[src/rtl/cpu_clk_pkg.sv]
// Shared definitions for the CPU step/run clock controller: controller
// states and the T-state (phase) encodings seen by the CPU datapath.
package cpu_clk_pkg;

    typedef enum logic [1:0] {
        ST_STOPPED  = 2'd0,
        ST_RUNNING  = 2'd1,
        ST_STEPPING = 2'd2,
        ST_HALTED   = 2'd3
    } step_state_t;

    localparam logic [1:0] T_FETCH  = 2'd0;
    localparam logic [1:0] T_DECODE = 2'd1;
    localparam logic [1:0] T_EXEC   = 2'd2;
    localparam logic [1:0] T_WB     = 2'd3;

endpackage

[src/rtl/sync_2ff.sv]
// Two-flop synchroniser bringing an asynchronous level into the clk domain.
module sync_2ff (
    input  logic clk,
    input  logic rst,
    input  logic d,
    output logic q
);

    logic meta_p0;

    // First flop may go metastable; second flop gives it a full cycle to settle.
    always_ff @(posedge clk or negedge rst) begin
        if (!rst) begin
            meta_p0 <= 1'b0;
            q       <= 1'b0;
        end else begin
            meta_p0 <= d;
            q       <= meta_p0;
        end
    end

endmodule

[src/rtl/cpu_step_ctrl.sv]
// Run / single-step / halt controller for a four-T-state CPU. Generates a
// divided cpu_en pulse, tracks the current T-state and counts completed
// instructions. State changes out of RUNNING/STEPPING only happen on the
// cycle where the phase-3 (write-back) pulse is present.
module cpu_step_ctrl
    import cpu_clk_pkg::*;
#(
    parameter int DIV_W = 8,
    parameter int CNT_W = 16
) (
    input  logic             clk,
    input  logic             rst,
    input  logic             run_sw,
    input  logic             step_btn,
    input  logic             halt,
    input  logic [DIV_W-1:0] div,
    output logic             cpu_en,
    output logic [1:0]       phase,
    output logic             instr_done,
    output logic             running,
    output logic             halted,
    output logic [CNT_W-1:0] instr_cnt
);

    localparam logic [DIV_W-1:0] DIV_ONE = 1;
    localparam logic [CNT_W-1:0] CNT_ONE = 1;

    // Saturating instruction counter increment.
    function automatic logic [CNT_W-1:0] sat_inc(input logic [CNT_W-1:0] v);
        if (&v) return v;
        return v + CNT_ONE;
    endfunction

    logic             run_sync;
    logic             step_sync;
    logic             step_prev;
    logic             step_edge;
    logic             boundary;

    step_state_t      state, state_nxt;
    logic [DIV_W-1:0] div_cnt, div_cnt_nxt, cnt_eval;
    logic [1:0]       phase_nxt;
    logic             cpu_en_nxt;
    logic             instr_done_nxt;

    sync_2ff u_sync_run (
        .clk (clk),
        .rst (rst),
        .d   (run_sw),
        .q   (run_sync)
    );

    sync_2ff u_sync_step (
        .clk (clk),
        .rst (rst),
        .d   (step_btn),
        .q   (step_sync)
    );

    assign step_edge = step_sync & ~step_prev;
    assign boundary  = cpu_en && (phase == T_WB);

    // Next state, divider compare and next pulse/phase values.
    always_comb begin
        state_nxt      = state;
        div_cnt_nxt    = '0;
        cnt_eval       = '0;
        cpu_en_nxt     = 1'b0;
        instr_done_nxt = 1'b0;
        // The phase shown during a pulse is held until that pulse completes.
        phase_nxt      = cpu_en ? phase + 2'd1 : phase;

        case (state)
            ST_STOPPED: begin
                if (run_sync)
                    state_nxt = ST_RUNNING;
                else if (step_edge)
                    state_nxt = ST_STEPPING;
            end
            ST_RUNNING: begin
                if (boundary) begin
                    if (halt)
                        state_nxt = ST_HALTED;
                    else if (!run_sync)
                        state_nxt = ST_STOPPED;
                end
            end
            ST_STEPPING: begin
                if (boundary)
                    state_nxt = halt ? ST_HALTED : ST_STOPPED;
            end
            ST_HALTED: begin
                if (!run_sync)
                    state_nxt = ST_STOPPED;
            end
            default: state_nxt = ST_STOPPED;
        endcase

        // On entry the count restarts from zero, so the first pulse lands
        // in the (div+1)th cycle of the new state.
        if (state_nxt == ST_RUNNING || state_nxt == ST_STEPPING) begin
            cnt_eval = (state_nxt != state) ? '0 : div_cnt;
            if (cnt_eval >= div) begin
                cpu_en_nxt     = 1'b1;
                div_cnt_nxt    = '0;
                instr_done_nxt = (phase_nxt == T_WB);
            end else begin
                div_cnt_nxt = cnt_eval + DIV_ONE;
            end
        end
    end

    // Controller state and registered outputs.
    always_ff @(posedge clk or negedge rst) begin
        if (!rst) begin
            state      <= ST_STOPPED;
            div_cnt    <= '0;
            cpu_en     <= 1'b0;
            instr_done <= 1'b0;
            phase      <= T_FETCH;
            running    <= 1'b0;
            halted     <= 1'b0;
            instr_cnt  <= '0;
            step_prev  <= 1'b0;
        end else begin
            state      <= state_nxt;
            div_cnt    <= div_cnt_nxt;
            cpu_en     <= cpu_en_nxt;
            instr_done <= instr_done_nxt;
            phase      <= phase_nxt;
            running    <= (state_nxt == ST_RUNNING);
            halted     <= (state_nxt == ST_HALTED);
            step_prev  <= step_sync;
            if (instr_done)
                instr_cnt <= sat_inc(instr_cnt);
        end
    end

endmodule

[config.mk]
export PLATFORM = sky130hd
export DESIGN_NAME = cpu_step_ctrl
export DESIGN_NICKNAME = d
export VERILOG_FILES = /design/src/rtl/cpu_clk_pkg.sv /design/src/rtl/sync_2ff.sv /design/src/rtl/cpu_step_ctrl.sv
export SDC_FILE = /design/constraint.sdc
export NUM_CORES = 1
export LEC_CHECK = 0
export CAP_MARGIN = 20
export CORE_UTILIZATION = 49
export CTS_CLUSTER_DIAMETER = 30
export CTS_CLUSTER_SIZE = 25
export DETAILED_ROUTE_END_ITERATION = 7
export GPL_TIMING_DRIVEN = 1
export PLACE_DENSITY = 0.77
export SLEW_MARGIN = 10
export SYNTH_ARGS = -nofsm -noshare
export SYNTH_HDL_FRONTEND = slang
export SYNTH_HIERARCHICAL = 1
export SYNTH_SLANG_ARGS = --single-unit
[constraint.sdc]
create_clock -name clk -period 4 [get_ports clk]
set_clock_uncertainty 0.1 [all_clocks]
set_input_delay 0.8 -clock clk [delete_from_list [all_inputs] [get_ports clk]]
set_output_delay 0.8 -clock clk [all_outputs]
set_load 0.02 [all_outputs]
==> run_results.csv, run 1 <==
group,metric,value,unit
final_layout,syn_to_final_growth,24.7,%
critical_path,reg2reg_slack,1250,ps
die,num_io_pins,35,
power_and_ir_drop,peakVddDrop,0.254,mV
critical_path,r2r-end,"instr_done",
clock_tree,cts.sinks,37,
route,dr_wl_met2,1.90,mm
synth,synth_cell_types,40,
critical_path,start_kind,"input pin",
die,dieArea,0.00432,sq mm
final_layout,fin_area,0.00248,sq mm
sta,fin_crit_sh,0.785,
clock_tree,post_cts_buffers,0,
critical_path,crit_path_cell_trace,"clkdlybuf4s50_1, nand2b_1, a21oi_1, a22oi_2, and2_1, ha_1, nand2_1, or3_4, o21ba_1, and4b_1",
clock_tree,cts_tree,"yes",
synth,seq_area_frac_synth,0.465,
placement,io_buffers,34,
global_routing,grt_pass1_vias,1523,
critical_path,r2r_cells,10,
min_path,hold_class,"reg -> reg",
placement,hpwl,2.85,mm
sta,hold_viol_final,0,
clock_tree,cts_buffers,5,
critical_path,crit_family,"simple AND/OR/NAND/NOR gates",
critical_path,crit_slowest_cell,"clkdlybuf4s50_1",
die,die_w,65.8,um
synth,synth.avg_cell_area,11.1,sq um
sta,rsz0062_at_grt,"no",
critical_path,cp.depth,10,
synth,yosys.area.top_type_share,0.465,
critical_path,crit_required,4120,ps
sta,setup_violations,0,
final_layout,multiInputGateArea,0.00101,sq mm
die,row_count,22,
global_routing,grt_use_total,0.206,
route,postRouteAntennaNets,0,
critical_path,rr_startpoint,"phase[0]",
global_routing,grt_max_degree,38,
final_layout,regArea,926,sq um
clock_tree,holdBufCountCts,0,
sta,fin_setup_tns,0,ps
synth,synth_edf_count,0,
critical_path,cp-end-kind,"register",
sta,period_needed,3140,ps
synth,ys.flop_type,"dfrtp_1",
route,wl_met1,1.79,mm
clock_tree,ctsLongestPathBuffers,2,
synth,ys_ff_latch,37,
final_layout,n_antenna_cell,0,
critical_path,critPathLaunch,"halt",
synth,ys_async_sr_fraction,1.00,
global_routing,grt_pass1_wl,6.72,mm
synth,yosysMostFrequentCell,"dfrtp_1",
clock_tree,worstSkewPairLatency,280,ps
critical_path,crit_end,"instr_done",
critical_path,slowest_delay,500,ps
power_and_ir_drop,finalPower,1.09,mW
route,num_vias,1485,
final_layout,drive_above_1_share,0.105,
sta,worst_pin_slew,449,ps
final_layout,nets,245,
route,wl,3.85,mm
route,wl_per_cell,14.4,um
route,top_layer,"met4",
sta,fmax,318,MHz
synth,synth_area,0.00199,sq mm
route,firstDrtPassIters,4,
route,via_per_inst,5.54,
power_and_ir_drop,power_density,439,mW/mm^2
sta,max-slew-margin-rel,0.700,
placement,place_area,0.00238,sq mm
sta,slew_violations,0,
critical_path,crit_path_max_fanout,9,
final_layout,fillers,283,
global_routing,overflow,0,
critical_path,cp.arrival,3260,ps
synth,ys_warn_count,6,
critical_path,crit_type,"in -> reg",
synth,yosys-top-cells-area,"dfrtp_1, ha_1, xnor2_1",
die,die-height,65.8,um
die,core-area,0.00377,sq mm
synth,synthTopCellsByCount,"dfrtp_1, ha_1",
clock_tree,cts_root_buf,"clkbuf_8",
route,drtIter0Drc,57,
power_and_ir_drop,leakage,1.14,nW
placement,gp_congestion,0.848,
synth,syn_inst,180,
outcome,outcome,"complete, no violations",
synth,syn-num-nets,206,
clock_tree,clk_pin_slew_worst_paths,70,ps
job,cap_violations,0,
global_routing,antenna_found_initial,0,
clock_tree,htreeDepth,2,
die,start_util,0.528,
synth,yosysTopAreaCell,"dfrtp_1",
clock_tree,cts_resized,0,
route,drc,0,
critical_path,critPathBufInv,1,
route,dr_wl_met3,149,um
-- worst reg2reg max path, cell delays in order (launching register included) --
cell and delay, ps:
dfrtp_1 390, ha_1 200, nand2_1 80, a21oi_1 310
a22oi_2 190, and2_1 200, ha_1 280, nand2_1 90
or3_4 400, o21ba_1 220, and4b_1 240
-- routing by layer --
metal,vias to the layer above,GRT usage
met5,-,0
met2,27,0.344
met4,0,0.0408
met1,727,0.265
met3,2,0.0573
li1,729,-
-- kinds of logic after synthesis --
group                      count (synthesis)  share of synthesized area
AOI/OAI and AO/OA                         28                      0.107
xor gates and xnor gates                  16                     0.0703
adders and majority gates                 13                     0.0817
buffers and inverters                     13                     0.0276
DFF                                       37                      0.465
muxes                                     10                     0.0534
and+or+nand+nor                           63                      0.195
-- power by group --
group | leakage, nW | switching, mW | internal [mW]
registers | 0.481 | 0.0570 | 0.427
logic | 0.607 | 0.168 | 0.162
clock network | 0.0542 | 0.121 | 0.156
-- sequential cells by signal (all words and copies together), names as in the netlist --
signal,flops
halted,1
div_cnt,8
state,2
phase,2
instr_done,1
u_sync_step/meta_p0,1
u_sync_run/q,1
instr_cnt,16
u_sync_step/q,1
running,1
u_sync_run/meta_p0,1
step_prev,1
cpu_en,1
-- through the flow --
stage	instances	hold slack (ps)	setup slack, ps	utilization
final	268	272	858	0.659
after global routing	268	288	702	0.659
after CTS	268	270	870	0.659
after detailed placement	260	242	581	0.632
after global placement	260	241	643	0.632
after floorplan	180	231	1270	-
-- placed cells by master (no fill, tap or decap), types with 8 or more instances in the layout --
master           Yosys  routed
ha_1                13      13
dfrtp_1             37      37
xnor2_1             10      10
inv_1               10      10
and3_1              10      10
clkdlybuf4s50_1      0      34
nand3_1             10      10
nand2_1              8       8
a21oi_1              8       8
-- final cells by class --
type                            count  area share
Clock buffer                        7      0.0388
Sequential cell                    37       0.373
Timing Repair Buffer               35       0.140
Inverter                           10      0.0151
Clock inverter                      1     0.00202
Multi-Input combinational cell    130       0.407
Tap cell                           48      0.0242
-- worst min path at each step --
stage,start,end,depth (start not counted)
floorplan,u_sync_run/meta_p0,u_sync_run/q,0
global placement,u_sync_run/meta_p0,u_sync_run/q,0
detailed placement,u_sync_step/meta_p0,u_sync_step/q,0
CTS,u_sync_run/meta_p0,u_sync_run/q,0
global route,u_sync_step/meta_p0,u_sync_step/q,0
finish,u_sync_run/meta_p0,u_sync_run/q,0
No activity file was read; power rests on OpenSTA's default activity.
==> run 2, diff against run 1 <==
- CORE_UTILIZATION: 49 -> 47
- clock period: 4 -> 2.6 ns (I/O delays scaled with it)
==> run_results.csv, run 2 (synthesis gave the netlist of run 1 again) <==
group,metric,value,unit
route,postRouteAntennaNets,0,
global_routing,grt_pass1_vias,1477,
route,wl_per_cell,15.0,um
global_routing,grt_max_degree,38,
min_path,worstHoldStart,"u_sync_run/meta_p0",
critical_path,start_kind,"register",
power_and_ir_drop,p_sw_frac,0.325,
route,wl,4.30,mm
power_and_ir_drop,leakage,1.25,nW
final_layout,regArea,928,sq um
route,via_per_inst,5.42,
outcome,outcome,"complete, no violations",
final_layout,largest-register,"instr_cnt",
min_path,hold_class,"reg -> reg",
route,drc,0,
final_layout,fin_area,0.00279,sq mm
critical_path,crit_slowest_cell,"or3b_4",
route,firstDrtPassIters,4,
placement,io_buffers,34,
sta,whs,253,ps
global_routing,antenna_found_initial,0,
sta,rsz0062_at_grt,"yes",
global_routing,grtUsageMet1,0.246,
final_layout,nets,261,
final_layout,largestRegisters,"instr_cnt x16, div_cnt x8",
final_layout,syn_to_final_growth,40.1,%
final_layout,layout_commonest_cell,"dfrtp_1",
final_layout,fillers,303,
final_layout,largest_register_ffs,16,
die,die_w,67.1,um
placement,hpwl,2.81,mm
global_routing,overflow,0,
critical_path,slowest_delay,430,ps
critical_path,cp.arrival,2680,ps
die,start_util,0.494,
clock_tree,cts_root_buf,"clkbuf_8",
sta,hold_viol_final,0,
global_routing,grt_use_met2,0.344,
clock_tree,cts_tree,"yes",
clock_tree,ctsLongestPathBuffers,2,
sta,fmax,392,MHz
die,core-area,0.00403,sq mm
critical_path,reg2reg_slack,50,ps
clock_tree,htreeDepth,2,
global_routing,grt_use_total,0.202,
sta,slew_violations,0,
power_and_ir_drop,p_int,1.38,mW
final_layout,utilization,0.693,
sta,worst_pin_slew,465,ps
route,num_vias,1549,
placement,place_area,0.00248,sq mm
global_routing,grt_use_met3,0.0377,
min_path,hold_end,"u_sync_run/q",
critical_path,r2r-end,"instr_done",
critical_path,crit_type,"reg -> reg",
critical_path,crit_path_cell_trace,"or3b_4, nand2_4, a22oi_2, and2_4, ha_4, nor2_1, or3_4, o21ba_4, and4b_1",
global_routing,grt_pass1_wl,6.59,mm
clock_tree,worstSkewPairLatency,290,ps
placement,gp_congestion,0.824,
final_layout,n_antenna_cell,0,
die,row_count,23,
power_and_ir_drop,power_density,734,mW/mm^2
clock_tree,cts_buffers,5,
critical_path,rr_startpoint,"u_sync_run/q",
sta,period_needed,2550,ps
power_and_ir_drop,clockPowerShare,0.251,
power_and_ir_drop,peakVddDrop,0.432,mV
final_layout,multiInputGateArea,0.00117,sq mm
sta,setup_violations,0,
clock_tree,clk_pin_slew_worst_paths,70,ps
critical_path,crit_required,2730,ps
final_layout,layout_common_cells,"dfrtp_1, clkdlybuf4s50_1, buf_4",
critical_path,r2r_cells,9,
route,drtIter0Drc,73,
sta,max-slew-margin-rel,0.690,
power_and_ir_drop,pwr-share-seq,0.367,
die,dieArea,0.00450,sq mm
power_and_ir_drop,finalPower,2.05,mW
power_and_ir_drop,switchingPower,0.665,mW
min_path,min_path_cells,0,
job,cap_violations,0,
die,die-height,67.1,um
final_layout,drive_above_1_share,0.258,
die,num_io_pins,35,
power_and_ir_drop,p_comb_frac,0.382,
critical_path,crit_path_max_fanout,8,
sta,fin_crit_sh,0.981,
clock_tree,holdBufCountCts,0,
clock_tree,cts.sinks,37,
global_routing,globalRoute.busiestLayer,"met2",
critical_path,cp-end-kind,"register",
==> run 2: power groups by stage <==
| stage | sequential, mW | combinational (mW) | clock [mW] |
|---|---|---|---|
| 4_1_cts | 0.747 | 0.659 | 0.522 |
| 3_5_place_dp | 0.745 | 0.604 | 0 |
| 6_report | 0.752 | 0.783 | 0.514 |
| 5_1_grt | 0.761 | 0.854 | 0.549 |
| 2_1_floorplan | 0.762 | 0.324 | 0 |
| 3_3_place_gp | 0.743 | 0.589 | 0 |
==> run 2: per-stage QoR <==
step	TNS, ps	setup slack, ps	std cells
final	0	49.4	286
after floorplan	0	12.8	180
after global routing	-347	-57.9	286
after CTS	0	5.68	283
after detailed placement	-3340	-384	274
after global placement	-2780	-317	274
==> run 2: layout make-up <==
type	instances	area share
timing repair buffer	51	0.169
multi-input combinational	130	0.420
inverter	10	0.0135
clock inverter	2	0.0135
tap	50	0.0224
sequential	37	0.333
clock buffer	6	0.0296
==> run 2: metal layers <==
metal | vias to the layer above | wire [um]
li1 | 763 | -
met1 | 751 | 1800
met2 | 26 | 2290
met3 | 9 | 102
met4 | 0 | 102
met5 | - | 0
==> run 2: how the worst max path moves through the flow <==
| stage | start | to | slack (ps) | cells past startpoint |
|---|---|---|---|---|
| floorplan | phase[1] | instr_done | 10 | 10 |
| global placement | halt | instr_done | -320 | 10 |
| detailed placement | halt | instr_done | -380 | 10 |
| CTS | phase[0] | div_cnt[4] | 6 | 11 |
| global route | phase[1] | instr_done | -60 | 10 |
| finish | u_sync_run/q | instr_done | 50 | 9 |
==> run 2: critical path, delay by kind of cell (launching register included) <==
kind	cells	cell delay (ps)
fa+ha+maj	1	250
simple gates	6	1410
compound gates	2	350
flops	1	380
==> run 2: repair_timing <==
item / 4_1_cts / 5_1_grt
setup endpoints to repair: 10 / 9
pin swaps: 6 / 21
setup buffers: 1 / 3
gates resized for setup: 12 / 19
